--- src/rtl/button_event_decoder.sv ---
// button_event_decoder
//   Classifies debounced pushbutton activity into short-press, double-click and
//   long-press events, emitted as single-cycle registered pulses. One instance
//   per button.
//
// Parameters
//   CNT_W       timer width; every *_CNT must be < 2**CNT_W
//   LONG_CNT    cycles held (from pb_down) before evt_long fires
//   DCLICK_CNT  max cycles from first release to second pb_down for a double-click
//   REPEAT_CNT  evt_repeat period while held after a long press
//
// Ports
//   clk         in   system clock, all logic on posedge
//   rst_n       in   synchronous reset, active-low
//   pb_state    in   debounced level, 1 = pressed
//   pb_down     in   1-cycle strobe, press accepted by debouncer
//   pb_up       in   1-cycle strobe, release accepted by debouncer
//   evt_short   out  1-cycle pulse: single short press completed
//   evt_double  out  1-cycle pulse: double-click completed
//   evt_long    out  1-cycle pulse: hold reached LONG_CNT
//   evt_repeat  out  1-cycle pulse: auto-repeat tick (tied 0 without the macro)
//   busy        out  1 when the FSM is not idle
//
// Build option
//   BTN_EVT_REPEAT_EN  when defined, evt_repeat pulses every REPEAT_CNT cycles
//                      while the button stays held after evt_long.

module button_event_decoder #(
   parameter int unsigned CNT_W      = 24,
   parameter int unsigned LONG_CNT   = 5000000,
   parameter int unsigned DCLICK_CNT = 2500000,
   parameter int unsigned REPEAT_CNT = 1000000
) (
   input  logic clk,
   input  logic rst_n,
   input  logic pb_state,
   input  logic pb_down,
   input  logic pb_up,
   output logic evt_short,
   output logic evt_double,
   output logic evt_long,
   output logic evt_repeat,
   output logic busy
);

   // Elaboration-time sanity check on the timer width.
   if (LONG_CNT == 0 || DCLICK_CNT == 0 || REPEAT_CNT == 0 ||
       64'(LONG_CNT) >= (64'd1 << CNT_W) || 64'(DCLICK_CNT) >= (64'd1 << CNT_W) ||
       64'(REPEAT_CNT) >= (64'd1 << CNT_W)) begin : g_bad_cfg
      $error("button_event_decoder: *_CNT must be nonzero and below 2**CNT_W");
   end

   localparam logic [CNT_W-1:0] LongLast   = CNT_W'(LONG_CNT - 1);
   localparam logic [CNT_W-1:0] DclickLast = CNT_W'(DCLICK_CNT - 1);

   typedef enum logic [2:0] {
      StIdle,
      StPress1,
      StWait2,
      StPress2,
      StLongHeld,
      StWaitRel
   } state_e;

   state_e           state_q;
   logic [CNT_W-1:0] timer_q;
   logic [CNT_W-1:0] timer_inc;
   logic             evt_short_q;
   logic             evt_double_q;
   logic             evt_long_q;
   logic             busy_q;
   logic             dn_acc;
   logic             up_acc;

   // Simultaneous press and release strobes are contradictory; drop both.
   assign dn_acc = pb_down & ~pb_up;
   assign up_acc = pb_up & ~pb_down;

   // Saturating increment.
   assign timer_inc = (&timer_q) ? timer_q : timer_q + CNT_W'(1);

`ifdef BTN_EVT_REPEAT_EN
   localparam logic [CNT_W-1:0] RepeatLast = CNT_W'(REPEAT_CNT - 1);
   logic evt_repeat_q;
`endif

   always_ff @(posedge clk) begin
      if (!rst_n) begin
         state_q      <= StIdle;
         timer_q      <= '0;
         evt_short_q  <= 1'b0;
         evt_double_q <= 1'b0;
         evt_long_q   <= 1'b0;
         busy_q       <= 1'b0;
`ifdef BTN_EVT_REPEAT_EN
         evt_repeat_q <= 1'b0;
`endif
      end else begin
         // Defaults: pulses drop, timer counts; a state change overrides the timer.
         evt_short_q  <= 1'b0;
         evt_double_q <= 1'b0;
         evt_long_q   <= 1'b0;
         timer_q      <= timer_inc;
`ifdef BTN_EVT_REPEAT_EN
         evt_repeat_q <= 1'b0;
`endif
         unique case (state_q)
            StIdle: begin
               if (dn_acc) begin
                  state_q <= StPress1;
                  timer_q <= '0;
                  busy_q  <= 1'b1;
               end else if (pb_state) begin
                  // Button already held with no accepted press (e.g. after reset).
                  state_q <= StWaitRel;
                  timer_q <= '0;
                  busy_q  <= 1'b1;
               end
            end
            StPress1: begin
               // Release beats a coincident long timeout.
               if (up_acc) begin
                  state_q <= StWait2;
                  timer_q <= '0;
               end else if (timer_q == LongLast) begin
                  state_q    <= StLongHeld;
                  timer_q    <= '0;
                  evt_long_q <= 1'b1;
               end
            end
            StWait2: begin
               // Second press beats a coincident double-click timeout.
               if (dn_acc) begin
                  state_q <= StPress2;
                  timer_q <= '0;
               end else if (timer_q == DclickLast) begin
                  state_q     <= StIdle;
                  timer_q     <= '0;
                  evt_short_q <= 1'b1;
                  busy_q      <= 1'b0;
               end
            end
            StPress2: begin
               if (up_acc) begin
                  state_q      <= StIdle;
                  timer_q      <= '0;
                  evt_double_q <= 1'b1;
                  busy_q       <= 1'b0;
               end
            end
            StLongHeld: begin
               if (up_acc) begin
                  state_q <= StIdle;
                  timer_q <= '0;
                  busy_q  <= 1'b0;
`ifdef BTN_EVT_REPEAT_EN
               end else if (timer_q == RepeatLast) begin
                  timer_q      <= '0;
                  evt_repeat_q <= 1'b1;
`endif
               end
            end
            StWaitRel: begin
               if (up_acc || !pb_state) begin
                  state_q <= StIdle;
                  timer_q <= '0;
                  busy_q  <= 1'b0;
               end
            end
            default: begin
               state_q <= StIdle;
               timer_q <= '0;
               busy_q  <= 1'b0;
            end
         endcase
      end
   end

   assign evt_short  = evt_short_q;
   assign evt_double = evt_double_q;
   assign evt_long   = evt_long_q;
   assign busy       = busy_q;
`ifdef BTN_EVT_REPEAT_EN
   assign evt_repeat = evt_repeat_q;
`else
   assign evt_repeat = 1'b0;
`endif

endmodule

--- config.mk ---
export PLATFORM = sky130hd
export DESIGN_NAME = button_event_decoder
export DESIGN_NICKNAME = d
export VERILOG_FILES = /design/src/rtl/button_event_decoder.sv
export SDC_FILE = /design/constraint.sdc
export NUM_CORES = 1
export LEC_CHECK = 0
export ABC_AREA = 1
export BUFFER_PORTS_ARGS = -buffer_cell sky130_fd_sc_hd__buf_4
export CAP_MARGIN = 5
export CORE_ASPECT_RATIO = 0.7
export CORE_UTILIZATION = 55
export DETAILED_ROUTE_END_ITERATION = 8
export PLACE_DENSITY_LB_ADDON = 0.2
export SLEW_MARGIN = 0
export SYNTH_ARGS = -nofsm -noshare
export SYNTH_HDL_FRONTEND = slang
export SYNTH_SLANG_ARGS = --single-unit
--- constraint.sdc ---
create_clock -name clk -period 4.4 [get_ports clk]
set_input_delay 0.88 -clock clk [delete_from_list [all_inputs] [get_ports clk]]
set_output_delay 0.88 -clock clk [all_outputs]
set_load 0.05 [all_outputs]
# After elaboration in Yosys (flattened, before gate mapping)
# Index checks and enable logic that the tools add are counted.
[classes]
n_reduce_logical = 10
n_eq_ne = 14
add_sub_neg = 1
muxes = 29
bitwise_logic = 7
[op_table]
columns = ["cell", "n"]
rows = [
  ["2-to-1 mux 24 bit", 9],
  ["case mux 24 bit (5 select lines)", 1],
  ["adder 24 x 1 -> 24 bit, second input constant", 1],
  ["== test 24 x 22 -> 1 bit, second input constant", 1],
  ["== test 24 x 23 -> 1 bit, second input constant", 1],
  ["2-to-1 mux 3 bit", 8],
  ["AND reduction 24 bit", 1],
  ["case mux 3 bit (5 select lines)", 1],
  ["2-to-1 mux 1 bit", 9],
  ["inequality test 3 bit, second input constant", 3],
  ["== test 3 x 2 -> 1 bit, second input constant", 2],
  ["== test 3 bit, second input constant", 2],
  ["inequality test 2 bit, second input constant", 3],
  ["AND reduction 6 bit", 1],
  ["OR reduction 3 bit", 2],
  ["inverter 1 bit", 5],
  ["case mux 1 bit (5 select lines)", 1],
  ["AND reduction 5 bit", 1],
  ["== test 3 x 1 -> 1 bit, second input constant", 1],
  ["zero test 3 bit", 1],
  ["AND 1 bit", 2],
  ["inequality test 2 x 1 -> 1 bit, second input constant", 1],
  ["AND reduction 2 bit", 1],
  ["OR reduction 2 bit", 1],
  ["2 further kinds", 2],
]
[word_totals]
wordCells = 67
inputBits = 5
reg_bits = 31

# Longest topological paths before layout
[logic_depth]
depth_word = 5
mapped_depth = 11
mapped_depth_nobuf = 11

# Worst setup path before layout
# OpenSTA, ideal clock, no wires.
[synth_path]
kind = "input to register"
start = "input port pb_up"
end = "register timer_q[11]"
slack_ns = 2.514
arrival_time_ns = 1.763
t_required_ns = 4.278
path_stages = 10
setup_ns = 0.122
cell_sequence = "inv_1 nor2_1 nor2_1 nand3_1 nand2_1 a21oi_2 nand2_2 nand2_4 buf_6 a21oi_1"
[synth_via]
elab_chain_cells = 4
elab_cells_between_ends = 10
cone_classes = "6 x mux; 3 x bitwise; 1 x reduce/logical"
[synth_lines]
columns = ["item", "line_no", "source"]
rows = [
  ["start: declaration", "38", "input logic pb_up,"],
  ["AND 1 bit / inverter 1 bit (equally long branches)", "77, 76", ""],
  ["logical OR 1 bit / AND 1 bit (equally long branches)", "164, 76", ""],
  ["2-to-1 mux 24 bit (on tied branches)", "164, 109, 133", ""],
  ["case mux 24 bit (5 select lines) *", "107", "unique case (state_q)"],
  ["end signal: assignment", "103", "timer_q <= timer_inc;"],
  ["end: declaration", "66", "logic [CNT_W-1:0] timer_q;"],
]
# Every way passes the cells marked *; elsewhere a longest branch is shown, timed or not.
# A chain may end at the register's enable or synchronous reset.

# Final worst setup path
[layout_path]
start = "register timer_q[0]"
end = "register timer_q[0]"
[layout_via]
elab_chain_cells = 5
elab_cells_between_ends = 14
cone_classes = "1 x add/sub; 2 x eq/ne; 10 x mux; 1 x reduce/logical"
[layout_lines]
columns = ["item", "line_no", "source"]
rows = [
  ["adder 24 x 1 -> 24 bit / AND reduction 24 bit (equally long branches)", "80", "assign timer_inc = (&timer_q) ? timer_q : timer_q + CNT_W'(1);"],
  ["2-to-1 mux 24 bit", "80", ""],
  ["2-to-1 mux 24 bit (on tied branches)", "136, 113, 125", ""],
  ["2-to-1 mux 24 bit (on tied branches)", "133, 109, 122", ""],
  ["case mux 24 bit (5 select lines) *", "107", ""],
]
# Marks and branches as above.

==> metrics.txt <==
outcome finished, final reports clean; critical path endpoint category register; RD Place Congestion a little over 0.9; ant diodes 0; fin crit share 0.463; Worst Path Required approximately 4.6 ns; initial drt markers between 200 and 250; Area after DPL slightly below 2000 µm²; global route overflow 0; Synth warnings 0; highest ir drop seen on vdd around 300 µV; Max FO, Critical Path 9; Post-CTS Resized 0; Root Buffer Master clkbuf_8; DP HPWL between 3000 and 4000 µm; Die Wd 72.1 µm; synthesis-to-layout area growth 10.3%; number of global-route vias before repair 1,482; max incr delay on CP about 0.4 ns; Worst Skew 0.0108 ns; max-slew violations 0; number of synthesized register bits 31; first-pass GRT wire length 7110 µm; design area between 2000 and 2500 µm²; Max-cap violations 0; clk sinks 31; clock tree buffer depth 2; ordered list of cells on the worst path ha_1, nand2_1, nor2_4, nand2_1, nor2_1, nand2_2, clkinv_1, nor2_1, nor3_2; Slowest-stage cell, CP dfxtp_1; DR WL/cell between 10 and 15 µm; Post-Synthesis Net Count 302; GRT Overall Usage 0.258; f_max ~490 MHz; total length of routed wires 4340 µm; Fill cells around 300; post-synthesis area per instance 6.39 µm²; layout cell share with drive strength beyond 1 0.0987; Finish-stage setup viols 0; Crit path max-delay family simple AND/OR/NAND/NOR gates; DR DRC count 0; crit start category register; post-synthesis sequential area ratio 0.328; Nets 309; DR vias around 1,900; port buffer count 8; clock buffer count from CTS 5; post-route ant nets 0; Distinct cells, synth 28; # rows 17; Hold/Removal Path Class register to register; total negative setup slack 0 ns; clock latency on the worst-skew pair between 0.2 and 0.3 ns; setup bufs post-CTS 0; DIE AREA 3680 µm²; drt pass-1 iters 5; Buf+Inv Stages, Crit Path 1; core area 3210 µm²; cell area after synthesis about 1900 µm²; # H-tree levels 2; Die H 51.1 µm; largest net degree at the start of global routing 23; num ports 10; min cycle time layout approximately 2 ns; Clk pin slew, worst setup/hold paths roughly 0.07 ns; pwr/cell area ~400 nW/µm²; Crit path arrival time ~2.3 ns; Syn Inst Count between 200 and 300; Via density ~5.3; Setup CP Type register to register; Final Hold Viols 0; LEAKAGE about 0.87 nW; antenna violations before repair 0; initial core utilization 0.589; RSZ-0062 raised after global routing false; CTS tree built; hold_buf cts 0
## report_power, final
part	total (mW)	switching [mW]	internal (mW)	leakage [nW]
registers	0.324	0.0244	0.300	0.251
clock network	0.329	0.103	0.226	0.0654
logic	0.182	0.130	0.0518	0.555
total	0.835	0.257	0.578	0.871
## tightest hold or removal path, delay by kind of cell (launching register included)
family | cells | cell delay (ns)
AO/OA/AOI/OAI | 1 | 0.05
AND/OR/NAND/NOR | 1 | 0.07
flip-flops | 1 | 0.34
## layer usage
| metal | wire length (µm) | global-route usage |
|---|---|---|
| met3 | 481 | 0.0769 |
| met2 | 1590 | 0.302 |
| met4 | 30 | 0.0817 |
| met5 | 0 | 0 |
| met1 | 2240 | 0.419 |
## final timing paths
check | from | endpoint | slack (ns) | cells after the start
worst max-delay path | timer_q[0] | timer_q[0] | 2.36 | 9
worst min-delay path | state_q[1] | state_q[1] | 0.51 | 2
worst max register to register | timer_q[0] | timer_q[0] | 2.36 | 9
worst min register to register | state_q[1] | state_q[1] | 0.51 | 2
## sequential cells by signal, indices dropped and copies added (netlist names)
signal / count
evt_double: 1
evt_long: 1
timer_q: 24
evt_short: 1
busy: 1
state_q: 3
## cell type report
cell class                      instances  area (µm²)  area share
Multi-Input combinational cell        214        1050       0.504
Sequential cell                        31         621       0.298
Inverter                               43         161      0.0774
Clock buffer                            6        72.6      0.0348
Clock inverter                          2        60.1      0.0288
Timing Repair Buffer                    8        60.1      0.0288
Tap cell                               47        58.8      0.0282
## stage by stage
step           hold WS, ns  setup WS (ns)  power (mW)  utilization  instances
2_1_floorplan        0.466           2.51       0.475            -        296
3_3_place_gp         0.477           2.27       0.505        0.608        343
3_5_place_dp         0.499           2.20       0.506        0.608        343
4_1_cts              0.510           2.43       0.836        0.649        351
5_1_grt              0.526           2.14       0.881        0.649        351
6_report             0.506           2.36       0.835        0.649        351
## kinds of logic (layout without fill, tap and decap cells)
kind of cell / count (synthesis) / in the layout / synth area share
DFF: 31 / 31 / 0.328
and+or+nand+nor: 175 / 175 / 0.426
buffers and inverters: 51 / 59 / 0.115
AOI/OAI and AO/OA: 27 / 27 / 0.0754
xor gates and xnor gates: 10 / 10 / 0.0463
other: 1 / 1 / 0.00198
adders and majority gates: 1 / 1 / 0.00662
## layout by cell type (no fill, tap or decap), types with 2 or more instances in the layout
| cell type | instances |
|---|---|
| inv_1 | 41 |
| nor2_1 | 58 |
| dfxtp_1 | 31 |
| nor4_1 | 3 |
| nor3_2 | 3 |
| nand2_1 | 52 |
| clkbuf_8 | 5 |
| nand3_1 | 28 |
| nand4_1 | 10 |
| xor2_1 | 10 |
| a21oi_1 | 18 |
| nor3_1 | 11 |
| bufinv_16 | 2 |
| o21ai_0 | 7 |
| nor2_4 | 2 |
| buf_4 | 8 |
| or2_2 | 2 |
| nand2_2 | 2 |
| nand2_4 | 2 |
## synth_stat cells (all sizes together)
cell | n | share of area
nor2 | 61 | 0.13
nand2 | 56 | 0.12
inv | 42 | 0.083
dfxtp | 31 | 0.33
nand3 | 29 | 0.079
a21oi | 19 | 0.052
nor3 | 14 | 0.045
nand4 | 10 | 0.033
xor2 | 10 | 0.046
buf | 7 | 0.028
o21ai | 7 | 0.019
nor4 | 3 | 0.0099
or2 | 2 | 0.0066
clkbuf | 1 | 0.0020
clkinv | 1 | 0.0020
conb | 1 | 0.0020
ha | 1 | 0.0066
o2111ai | 1 | 0.0046
Power figures use the tool's default switching activity.
